[src/rtl/axi_reg_bank.sv]
// Parametrised AXI slave register bank: single-beat writes and reads, ID echo, flat register output.
// Optional macro AXI_REG_BANK_SLVERR_EN enables range checking with SLVERR responses.
module axi_reg_bank #(
  parameter int unsigned DATA_W   = 32,
  parameter int unsigned NUM_REGS = 8,
  parameter int unsigned ID_W     = 4,
  parameter int unsigned ADDR_W   = 32
) (
  input  logic                         clk,
  input  logic                         areset,
  input  logic [ID_W-1:0]              awid_i,
  input  logic [ADDR_W-1:0]            awaddr_i,
  input  logic                         awvalid_i,
  output logic                         awready_o,
  input  logic [DATA_W-1:0]            wdata_i,
  input  logic [DATA_W/8-1:0]          wstrb_i,
  input  logic                         wlast_i,
  input  logic                         wvalid_i,
  output logic                         wready_o,
  output logic [ID_W-1:0]              bid_o,
  output logic [1:0]                   bresp_o,
  output logic                         bvalid_o,
  input  logic                         bready_i,
  input  logic [ID_W-1:0]              arid_i,
  input  logic [ADDR_W-1:0]            araddr_i,
  input  logic                         arvalid_i,
  output logic                         arready_o,
  output logic [ID_W-1:0]              rid_o,
  output logic [DATA_W-1:0]            rdata_o,
  output logic [1:0]                   rresp_o,
  output logic                         rlast_o,
  output logic                         rvalid_o,
  input  logic                         rready_i,
  output logic [NUM_REGS*DATA_W-1:0]   regs_o
);

  localparam int unsigned STRB_W = DATA_W / 8;
  localparam int unsigned LSB    = $clog2(STRB_W);
  localparam int unsigned IDX_W  = $clog2(NUM_REGS);
  localparam logic [1:0]  RESP_OKAY   = 2'b00;
  localparam logic [1:0]  RESP_SLVERR = 2'b10;

  typedef enum logic {W_IDLE, W_RESP} wstate_t;
  typedef enum logic {R_IDLE, R_DATA} rstate_t;

  logic [DATA_W-1:0] r_regs [NUM_REGS];

  // write channel state
  wstate_t             r_wstate, w_wstate_nxt;
  logic                r_aw_held, w_aw_held_nxt;
  logic                r_w_held, w_w_held_nxt;
  logic                r_awready, w_awready_nxt;
  logic                r_wready, w_wready_nxt;
  logic                r_bvalid, w_bvalid_nxt;
  logic [ID_W-1:0]     r_bid, w_bid_nxt;
  logic [1:0]          r_bresp, w_bresp_nxt;
  logic [ID_W-1:0]     r_awid;
  logic [ADDR_W-1:0]   r_awaddr;
  logic [DATA_W-1:0]   r_wdata;
  logic [STRB_W-1:0]   r_wstrb;

  // read channel state
  rstate_t             r_rstate, w_rstate_nxt;
  logic                r_arready, w_arready_nxt;
  logic                r_rvalid, w_rvalid_nxt;
  logic                r_rlast, w_rlast_nxt;
  logic [ID_W-1:0]     r_rid, w_rid_nxt;
  logic [DATA_W-1:0]   r_rdata, w_rdata_nxt;
  logic [1:0]          r_rresp, w_rresp_nxt;

  logic                w_aw_hs, w_w_hs, w_ar_hs;
  logic                w_aw_have, w_w_have, w_commit;
  logic [ID_W-1:0]     w_cur_awid;
  logic [ADDR_W-1:0]   w_cur_awaddr;
  logic [DATA_W-1:0]   w_cur_wdata;
  logic [STRB_W-1:0]   w_cur_wstrb;
  logic [IDX_W-1:0]    w_wr_idx, w_rd_idx;
  logic                w_wr_oor, w_rd_oor;
  logic                w_unused_ok;

  // A beat arriving this cycle is used directly so the commit lands on the last handshake edge
  assign w_aw_hs      = awvalid_i & r_awready;
  assign w_w_hs       = wvalid_i & r_wready;
  assign w_ar_hs      = arvalid_i & r_arready;
  assign w_aw_have    = r_aw_held | w_aw_hs;
  assign w_w_have     = r_w_held | w_w_hs;
  assign w_cur_awid   = r_aw_held ? r_awid   : awid_i;
  assign w_cur_awaddr = r_aw_held ? r_awaddr : awaddr_i;
  assign w_cur_wdata  = r_w_held  ? r_wdata  : wdata_i;
  assign w_cur_wstrb  = r_w_held  ? r_wstrb  : wstrb_i;
  assign w_wr_idx     = w_cur_awaddr[LSB +: IDX_W];
  assign w_rd_idx     = araddr_i[LSB +: IDX_W];

`ifdef AXI_REG_BANK_SLVERR_EN
  localparam logic [ADDR_W-1:0] L_RANGE = ADDR_W'(NUM_REGS * STRB_W);
  assign w_wr_oor = (w_cur_awaddr >= L_RANGE);
  assign w_rd_oor = (araddr_i >= L_RANGE);
`else
  assign w_wr_oor = 1'b0;
  assign w_rd_oor = 1'b0;
`endif

  // Byte offset bits and wlast carry no information for single-beat transfers
  assign w_unused_ok = &{1'b0, wlast_i, w_cur_awaddr, araddr_i};

  // Write FSM next-state and outputs
  always_comb begin
    w_wstate_nxt  = r_wstate;
    w_aw_held_nxt = r_aw_held | w_aw_hs;
    w_w_held_nxt  = r_w_held | w_w_hs;
    w_commit      = 1'b0;
    w_bvalid_nxt  = r_bvalid;
    w_bid_nxt     = r_bid;
    w_bresp_nxt   = r_bresp;
    case (r_wstate)
      W_IDLE: begin
        if (w_aw_have && w_w_have) begin
          w_commit     = 1'b1;
          w_wstate_nxt = W_RESP;
          w_bvalid_nxt = 1'b1;
          w_bid_nxt    = w_cur_awid;
          w_bresp_nxt  = w_wr_oor ? RESP_SLVERR : RESP_OKAY;
        end
      end
      W_RESP: begin
        if (bready_i) begin
          w_wstate_nxt  = W_IDLE;
          w_bvalid_nxt  = 1'b0;
          w_aw_held_nxt = 1'b0;
          w_w_held_nxt  = 1'b0;
        end
      end
      default: w_wstate_nxt = W_IDLE;
    endcase
    w_awready_nxt = (w_wstate_nxt == W_IDLE) && !w_aw_held_nxt;
    w_wready_nxt  = (w_wstate_nxt == W_IDLE) && !w_w_held_nxt;
  end

  always_ff @(posedge clk or negedge areset) begin
    if (!areset) begin
      r_wstate  <= W_IDLE;
      r_aw_held <= 1'b0;
      r_w_held  <= 1'b0;
      r_awready <= 1'b1;
      r_wready  <= 1'b1;
      r_bvalid  <= 1'b0;
      r_bid     <= '0;
      r_bresp   <= '0;
    end else begin
      r_wstate  <= w_wstate_nxt;
      r_aw_held <= w_aw_held_nxt;
      r_w_held  <= w_w_held_nxt;
      r_awready <= w_awready_nxt;
      r_wready  <= w_wready_nxt;
      r_bvalid  <= w_bvalid_nxt;
      r_bid     <= w_bid_nxt;
      r_bresp   <= w_bresp_nxt;
    end
  end

  // AW/W holding registers
  always_ff @(posedge clk or negedge areset) begin
    if (!areset) begin
      r_awid   <= '0;
      r_awaddr <= '0;
      r_wdata  <= '0;
      r_wstrb  <= '0;
    end else begin
      if (w_aw_hs) begin
        r_awid   <= awid_i;
        r_awaddr <= awaddr_i;
      end
      if (w_w_hs) begin
        r_wdata <= wdata_i;
        r_wstrb <= wstrb_i;
      end
    end
  end

  // Register storage with byte-strobe commit
  always_ff @(posedge clk or negedge areset) begin
    if (!areset) begin
      for (int k = 0; k < int'(NUM_REGS); k++) r_regs[k] <= '0;
    end else if (w_commit && !w_wr_oor) begin
      for (int j = 0; j < int'(STRB_W); j++) begin
        if (w_cur_wstrb[j]) r_regs[w_wr_idx][j*8 +: 8] <= w_cur_wdata[j*8 +: 8];
      end
    end
  end

  // Read FSM next-state and outputs; data sampled before any same-edge write lands
  always_comb begin
    w_rstate_nxt = r_rstate;
    w_rvalid_nxt = r_rvalid;
    w_rlast_nxt  = r_rlast;
    w_rid_nxt    = r_rid;
    w_rdata_nxt  = r_rdata;
    w_rresp_nxt  = r_rresp;
    case (r_rstate)
      R_IDLE: begin
        if (w_ar_hs) begin
          w_rstate_nxt = R_DATA;
          w_rvalid_nxt = 1'b1;
          w_rlast_nxt  = 1'b1;
          w_rid_nxt    = arid_i;
          w_rdata_nxt  = w_rd_oor ? '0 : r_regs[w_rd_idx];
          w_rresp_nxt  = w_rd_oor ? RESP_SLVERR : RESP_OKAY;
        end
      end
      R_DATA: begin
        if (rready_i) begin
          w_rstate_nxt = R_IDLE;
          w_rvalid_nxt = 1'b0;
          w_rlast_nxt  = 1'b0;
        end
      end
      default: w_rstate_nxt = R_IDLE;
    endcase
    w_arready_nxt = (w_rstate_nxt == R_IDLE);
  end

  always_ff @(posedge clk or negedge areset) begin
    if (!areset) begin
      r_rstate  <= R_IDLE;
      r_arready <= 1'b1;
      r_rvalid  <= 1'b0;
      r_rlast   <= 1'b0;
      r_rid     <= '0;
      r_rdata   <= '0;
      r_rresp   <= '0;
    end else begin
      r_rstate  <= w_rstate_nxt;
      r_arready <= w_arready_nxt;
      r_rvalid  <= w_rvalid_nxt;
      r_rlast   <= w_rlast_nxt;
      r_rid     <= w_rid_nxt;
      r_rdata   <= w_rdata_nxt;
      r_rresp   <= w_rresp_nxt;
    end
  end

  assign awready_o = r_awready;
  assign wready_o  = r_wready;
  assign bvalid_o  = r_bvalid;
  assign bid_o     = r_bid;
  assign bresp_o   = r_bresp;
  assign arready_o = r_arready;
  assign rvalid_o  = r_rvalid;
  assign rlast_o   = r_rlast;
  assign rid_o     = r_rid;
  assign rdata_o   = r_rdata;
  assign rresp_o   = r_rresp;

  for (genvar k = 0; k < int'(NUM_REGS); k++) begin : g_flat
    assign regs_o[k*DATA_W +: DATA_W] = r_regs[k];
  end

endmodule

[config.mk]
export PLATFORM = sky130hd
export DESIGN_NAME = axi_reg_bank
export DESIGN_NICKNAME = d
export VERILOG_FILES = /design/src/rtl/axi_reg_bank.sv
export SDC_FILE = /design/constraint.sdc
export NUM_CORES = 1
export LEC_CHECK = 0
export CAP_MARGIN = 20
export CORE_ASPECT_RATIO = 0.8
export CORE_MARGIN = 5
export CORE_UTILIZATION = 26
export CTS_CLUSTER_DIAMETER = 40
export DETAILED_ROUTE_END_ITERATION = 7
export PLACE_DENSITY = 0.52
export RECOVER_POWER = 100
export SETUP_SLACK_MARGIN = 0.15
export SLEW_MARGIN = 5
export SYNTH_ARGS = -nofsm -noshare
export SYNTH_HDL_FRONTEND = slang
export SYNTH_SLANG_ARGS = --single-unit
export TNS_END_PERCENT = 5
[constraint.sdc]
create_clock -name clk -period 2.7 [get_ports clk]
set_input_delay 0.54 -clock clk [delete_from_list [all_inputs] [get_ports clk]]
set_output_delay 0.54 -clock clk [all_outputs]
set_load 0.01 [all_outputs]
* Word level (Yosys, flattened, before mapping) *
Index checks and enable logic that the tools add are counted.

operators by class
  shift-type cells = 0
  reduce and logical (&&, ||, !) cells = 10
  divide/modulo/power cells = 0
  equal/unequal tests = 4
  order comparisons = 3
  bitwise operators = 11
  $mul = 0
  add/sub/neg operators = 0
  muxes and demuxes = 43

operators with widths
  operator                                                              number
  256-bit 2-to-1 mux                                                    7
  256-bit bitwise mux                                                   4
  32-bit demux with 3-bit select                                        4
  32-bit 2-to-1 mux                                                     4
  32-bit binary-select mux with 3-bit select                            1
  24-bit 2-to-1 mux                                                     1
  16-bit 2-to-1 mux                                                     1
  1-bit 2-to-1 mux                                                      13
  4-bit greater-or-equal comparator, second input constant              2
  4-bit 2-to-1 mux                                                      2
  8-bit 2-to-1 mux                                                      1
  2-bit != test, second input constant                                  4
  3-bit inverter with 4-bit output                                      2
  1-bit one-hot mux with 2 select lines                                 4
  2-bit AND reduction                                                   4
  5-bit 2-to-1 mux                                                      1
  1-bit logical AND                                                     4
  4-bit by 1-bit < comparator with 1-bit output, second input constant  1
  1-bit inverter                                                        4
  1-bit AND                                                             3
  1-bit logical NOT                                                     2
  1-bit bitwise OR                                                      2

storage, ports and cells
  bits in registers = 350
  input bits = 116
  RAM bits = 0
  bits in latches = 0
  logic and storage cells = 95
  memory bits (read-only) = 0
  memories = 0

* Depth between registers and ports, before layout *
Gate-level depths: netlist of run 1.

  depth after elaboration = 17
  depth in mapped cells = 7
  depth with buffers taken out = 4

* Least setup slack after synthesis of run 1 *
Ideal clock, no wire load.

  kind = register -> register
  start point = reg r_wready, in the netlist wready_o
  end point = reg r_regs (netlist bit regs_o[112])
  cell stages (with the launch flop) = 5
  data required time = 2.575 ns
  path slack = 0.857 ns
  arrival time = 1.718 ns
  library setup time = 0.125 ns
  path through = dfstp_2 nand4b_1 a211oi_4 nand3_2 mux2_2

between the ends
  cells in the longest elaborated chain, start to end = 5

ends and longest elaborated chain
  element                        RTL line  source
  start, declared                53        logic r_wready, w_wready_nxt;
  start signal, assigned         154       r_wready <= w_wready_nxt;
  1-bit AND                      83        assign w_w_hs = wvalid_i & r_wready;
  1-bit bitwise OR               86        assign w_w_have = r_w_held | w_w_hs;
  1-bit logical AND              117       if (w_aw_have && w_w_have) begin
  1-bit 2-to-1 mux               117
  1-bit 2-to-1 mux               115       case (r_wstate)
  end signal, assigned by index  186       if (w_cur_wstrb[j]) r_regs[w_wr_idx][j*8 +: 8] <= w_cur_wdata[j*8 +: 8];
  end, declared                  46        logic [DATA_W-1:0] r_regs [NUM_REGS];

No other way between the ends.
A chain may end at the register's enable or synchronous reset.

* Worst setup path after layout of run 1 *
  start point = reg r_aw_held
  end point = reg r_regs (netlist bit regs_o[147])

between the ends
  cells in the longest elaborated chain, start to end = 14
  elaborated cells on any way between the ends = 25
  classes of those cells = order compare: 2; mux: 19; bitwise: 2; reduce/logical: 2

ends and longest elaborated chain
  element                                                 RTL line  source
  start, declared                                         50        logic r_aw_held, w_aw_held_nxt;
  start signal, assigned                                  151       r_aw_held <= w_aw_held_nxt;
  5-bit 2-to-1 mux                                        88        assign w_cur_awaddr = r_aw_held ? r_awaddr : awaddr_i;
  3-bit inverter with 4-bit output (not written as such)  186
  32-bit demux with 3-bit select                          186
  256-bit bitwise mux                                     186
  256-bit 2-to-1 mux                                      186
  256-bit 2-to-1 mux                                      184       end else if (w_commit && !w_wr_oor) begin
  256-bit bitwise mux                                     186
  256-bit 2-to-1 mux                                      186
  256-bit 2-to-1 mux                                      184
  256-bit bitwise mux                                     186
  256-bit 2-to-1 mux                                      186
  256-bit 2-to-1 mux                                      184
  256-bit bitwise mux                                     186
  256-bit 2-to-1 mux                                      186

Several ways; a longest one is shown, not always the timed one. The select of a mux whose other input is x is not followed.

==> flow_summary.toml, run 1 <==
[cts]
numCtsBuffers = 59
clock_sinks = 348
root_buffer = "clkbuf_16"
clk_pin_slew_ps = 50
cts_tree = "built"
clkLatencyLatePin_ps = 600
cts.htree.levels = 2
clk_path_buf_depth = 3

[floorplan]
core_area_mm2 = 0.0598
start_util = 0.263
rows = 80
ios = 422
die_h_um = 230
die_w_um = 285
die-area_mm2 = 0.0655

[timing]
maxSlewViolCount = 0
worst_clock_skew_ps = 27.5
fin_crit_ps = 2460
slew_headroom = 0.158
rsz0062_at_grt = "no"
min_period_over_period = 0.912
fmax_mhz = 406
setup-violations-final = 0
worstMarginPinSlew_ps = 1260
fin_hold_ws_ps = 458
finalHoldViolCount = 0
fin_setup_tns_ps = 0

[routing]
drt_first_pass_iters = 4
post_drt_wl_per_cell_um = 24.2
antenna_left = 0
num_vias = 11100
drc = 0
drt_wl_total_um = 57200
via_per_inst = 4.72
drt-initial-drc-count = 440

[global_route]
track_usage = 0.170
grt_pass1_wl_um = 83800
antenna_found_initial = 11
grt_pass1_vias = 11800
grt_overflow = 0
grt_max_degree = 68

[setup_path]
cp_num_cells = 5
crit_chain = "a21oi_1, a211oi_4, buf_12, nand3_1, mux2_2"
cp_top_family = "compound AO/OA/AOI/OAI gates"
critPathMaxStageDelay_ps = 670
rr_worst_depth = 5
cp_max_fo = 11
start_kind = "register"
crit_type = "register to register"
end_kind = "register"
path_buf_inv = 1
cp.arrival_ps = 2930
required_ps = 3160
crit_slowest_cell = "a21oi_1"

[yosys]
async_reset_ff_frac = 1.00
netlist_instances = 1089
seq_area_frac_synth = 0.554
avgSynthCellArea_um2 = 14.4
ys_types = 33
synth_top_area_frac = 0.549
synthesis.area_mm2 = 0.0157
ys_warn_count = 0
synth_edf_count = 0
yosysTopAreaCell = "dfrtp_1"
synth_top_cells_by_area = "dfrtp_1 55%, mux2_2 29%, mux2i_1 4.6%, a221o_1 2.0%, nand3_2 2.0%"
ys_ff_latch = 348
ys.flop_type = "dfrtp_1"

[final_layout]
syn2layout_area_growth_pct = 44.0
final_core_util = 0.379
nNetsFinal = 1646
drive_gt1_frac = 0.381
stdcell_count = 2361

[hold_path]
hp-class = "register to register"
hold_path_depth = 1

[place]
post-place-cells = 2247
post-dp-hpwl_um = 39900
gp_congestion = 0.768
portBuffers = 358

[power_and_ir_drop]
power_mw = 27.5
power.density_mw_per_mm2 = 1220
p_leak_nw = 10.5
peakVddDrop_mv = 0.525

[flow_run]
maxCapViolations = 0

[status]
status = "completed"
==> cell families after synthesis <==
group           count (synthesis)  synth area share
other cells                     1          0.000238
flops                         348             0.554
simple gates                   95            0.0399
mux                           473             0.333
compound gates                116            0.0550
buf+inv                        56            0.0180
==> routing by layer <==
| metal | vias to the layer above | track usage | part of all wire |
|---|---|---|---|
| met5 | - | 0 | 0.0014 |
| met4 | 12 | 0.0411 | 0.019 |
| met3 | 77 | 0.0441 | 0.056 |
| met2 | 298 | 0.270 | 0.47 |
| met1 | 5763 | 0.233 | 0.46 |
| li1 | 4998 | - | - |
==> layout make-up <==
class | count | area (um^2)
inverters | 7 | 26.3
repair buffers | 426 | 4110
multi-input cells | 688 | 6730
clock inverters | 41 | 483
fillers | 5718 | 37100
clock buffers | 69 | 1600
flip-flops and latches | 348 | 8710
well taps | 779 | 975
diodes | 3 | 7.51
==> stage by stage <==
| step | cell area (um^2) | worst slack [ps] |
|---|---|---|
| 5_1_grt | 22600 | 155 |
| 4_1_cts | 22900 | 175 |
| 3_5_place_dp | 20800 | -102 |
| 3_3_place_gp | 20800 | -56.3 |
| 2_1_floorplan | 15700 | 857 |
| 6_report | 22600 | 237 |
==> placed cells by master (no fill, tap or decap), drive strengths merged, types with 8 or more instances in the layout <==
cell and n:
nor2 11, clkinv 16, dfrtp 345, inv 17
mux2 400, o21ai 36, o22ai 32, clkbuf 104
buf 34, nand2 40, a21oi 9, dlygate4sd3 305
clkdlybuf4s50 52, clkinvlp 8, a221o 32, nand3 34
mux2i 73
==> worst register-to-register path, stage by stage, from the launching register on <==
cell and delay, ps:
dfrtp_2 520, a21oi_1 670, a211oi_4 60, buf_12 180, nand3_1 500, mux2_2 420
==> state kept, by name (all words and copies together), names as in the netlist <==
name	flops
rlast_o	1
rid_o	4
r_awaddr	3
awready_o	1
arready_o	1
bvalid_o	1
r_rstate	1
r_awid	4
r_wstrb	4
wready_o	1
r_aw_held	1
r_wdata	32
r_wstate	1
bid_o	4
regs_o	256
rdata_o	32
r_w_held	1
==> report_power, final <==
| part | internal (mW) | switching, mW | leakage (nW) | total [mW] |
|---|---|---|---|---|
| clock network | 4.94 | 2.81 | 1.00 | 7.75 |
| logic | 5.54 | 4.97 | 5.06 | 10.5 |
| registers | 7.49 | 1.79 | 4.43 | 9.28 |
| total | 18.0 | 9.57 | 10.5 | 27.5 |
==> cells in the mapped netlist (3+ instances only) <==
| master | count |
|---|---|
| buf_6 | 3 |
| a221o_1 | 32 |
| mux2i_1 | 73 |
| nor3_4 | 3 |
| nor2_1 | 7 |
| nand2_1 | 40 |
| dfstp_2 | 3 |
| buf_4 | 10 |
| nor2_2 | 4 |
| inv_1 | 7 |
| mux2_2 | 400 |
| o22ai_1 | 32 |
| dfrtp_1 | 345 |
| a21oi_1 | 7 |
| nand3_2 | 32 |
| buf_2 | 10 |
| clkbuf_1 | 24 |
| o21ai_0 | 35 |
==> final timing paths <==
| check | start | end | slack (ps) |
|---|---|---|---|
| setup / recovery | r_aw_held | regs_o[147] | 240 |
| hold / removal | r_rstate | rlast_o | 460 |
| setup reg to reg | r_aw_held | regs_o[147] | 240 |
| hold reg to reg | r_rstate | rlast_o | 460 |
| max in group asynchronous | areset | regs_o[3] | 640 |
| min in group asynchronous | areset | bid_o[3] | 530 |
==> what timing repair did <==
item / 4_1_cts / 5_1_grt
gates resized for setup: 1 / 1
hold buffers: 1 / 0
setup endpoints to repair: 32 / 13
setup buffers: 0 / 0
endpoints found under the hold margin: 47 / 0
Power figures use the tool's default switching activity.
==> run 2: changes to the inputs <==
--- a/config.mk
+++ b/config.mk
@@ -14,7 +14,6 @@
 export PLACE_DENSITY = 0.52
 export RECOVER_POWER = 100
 export SETUP_SLACK_MARGIN = 0.15
-export SLEW_MARGIN = 5
 export SYNTH_ARGS = -nofsm -noshare
 export SYNTH_HDL_FRONTEND = slang
 export SYNTH_SLANG_ARGS = --single-unit
==> results of run 2 <==
No change in the layout: final DEF, timing and power equal those of run 1.
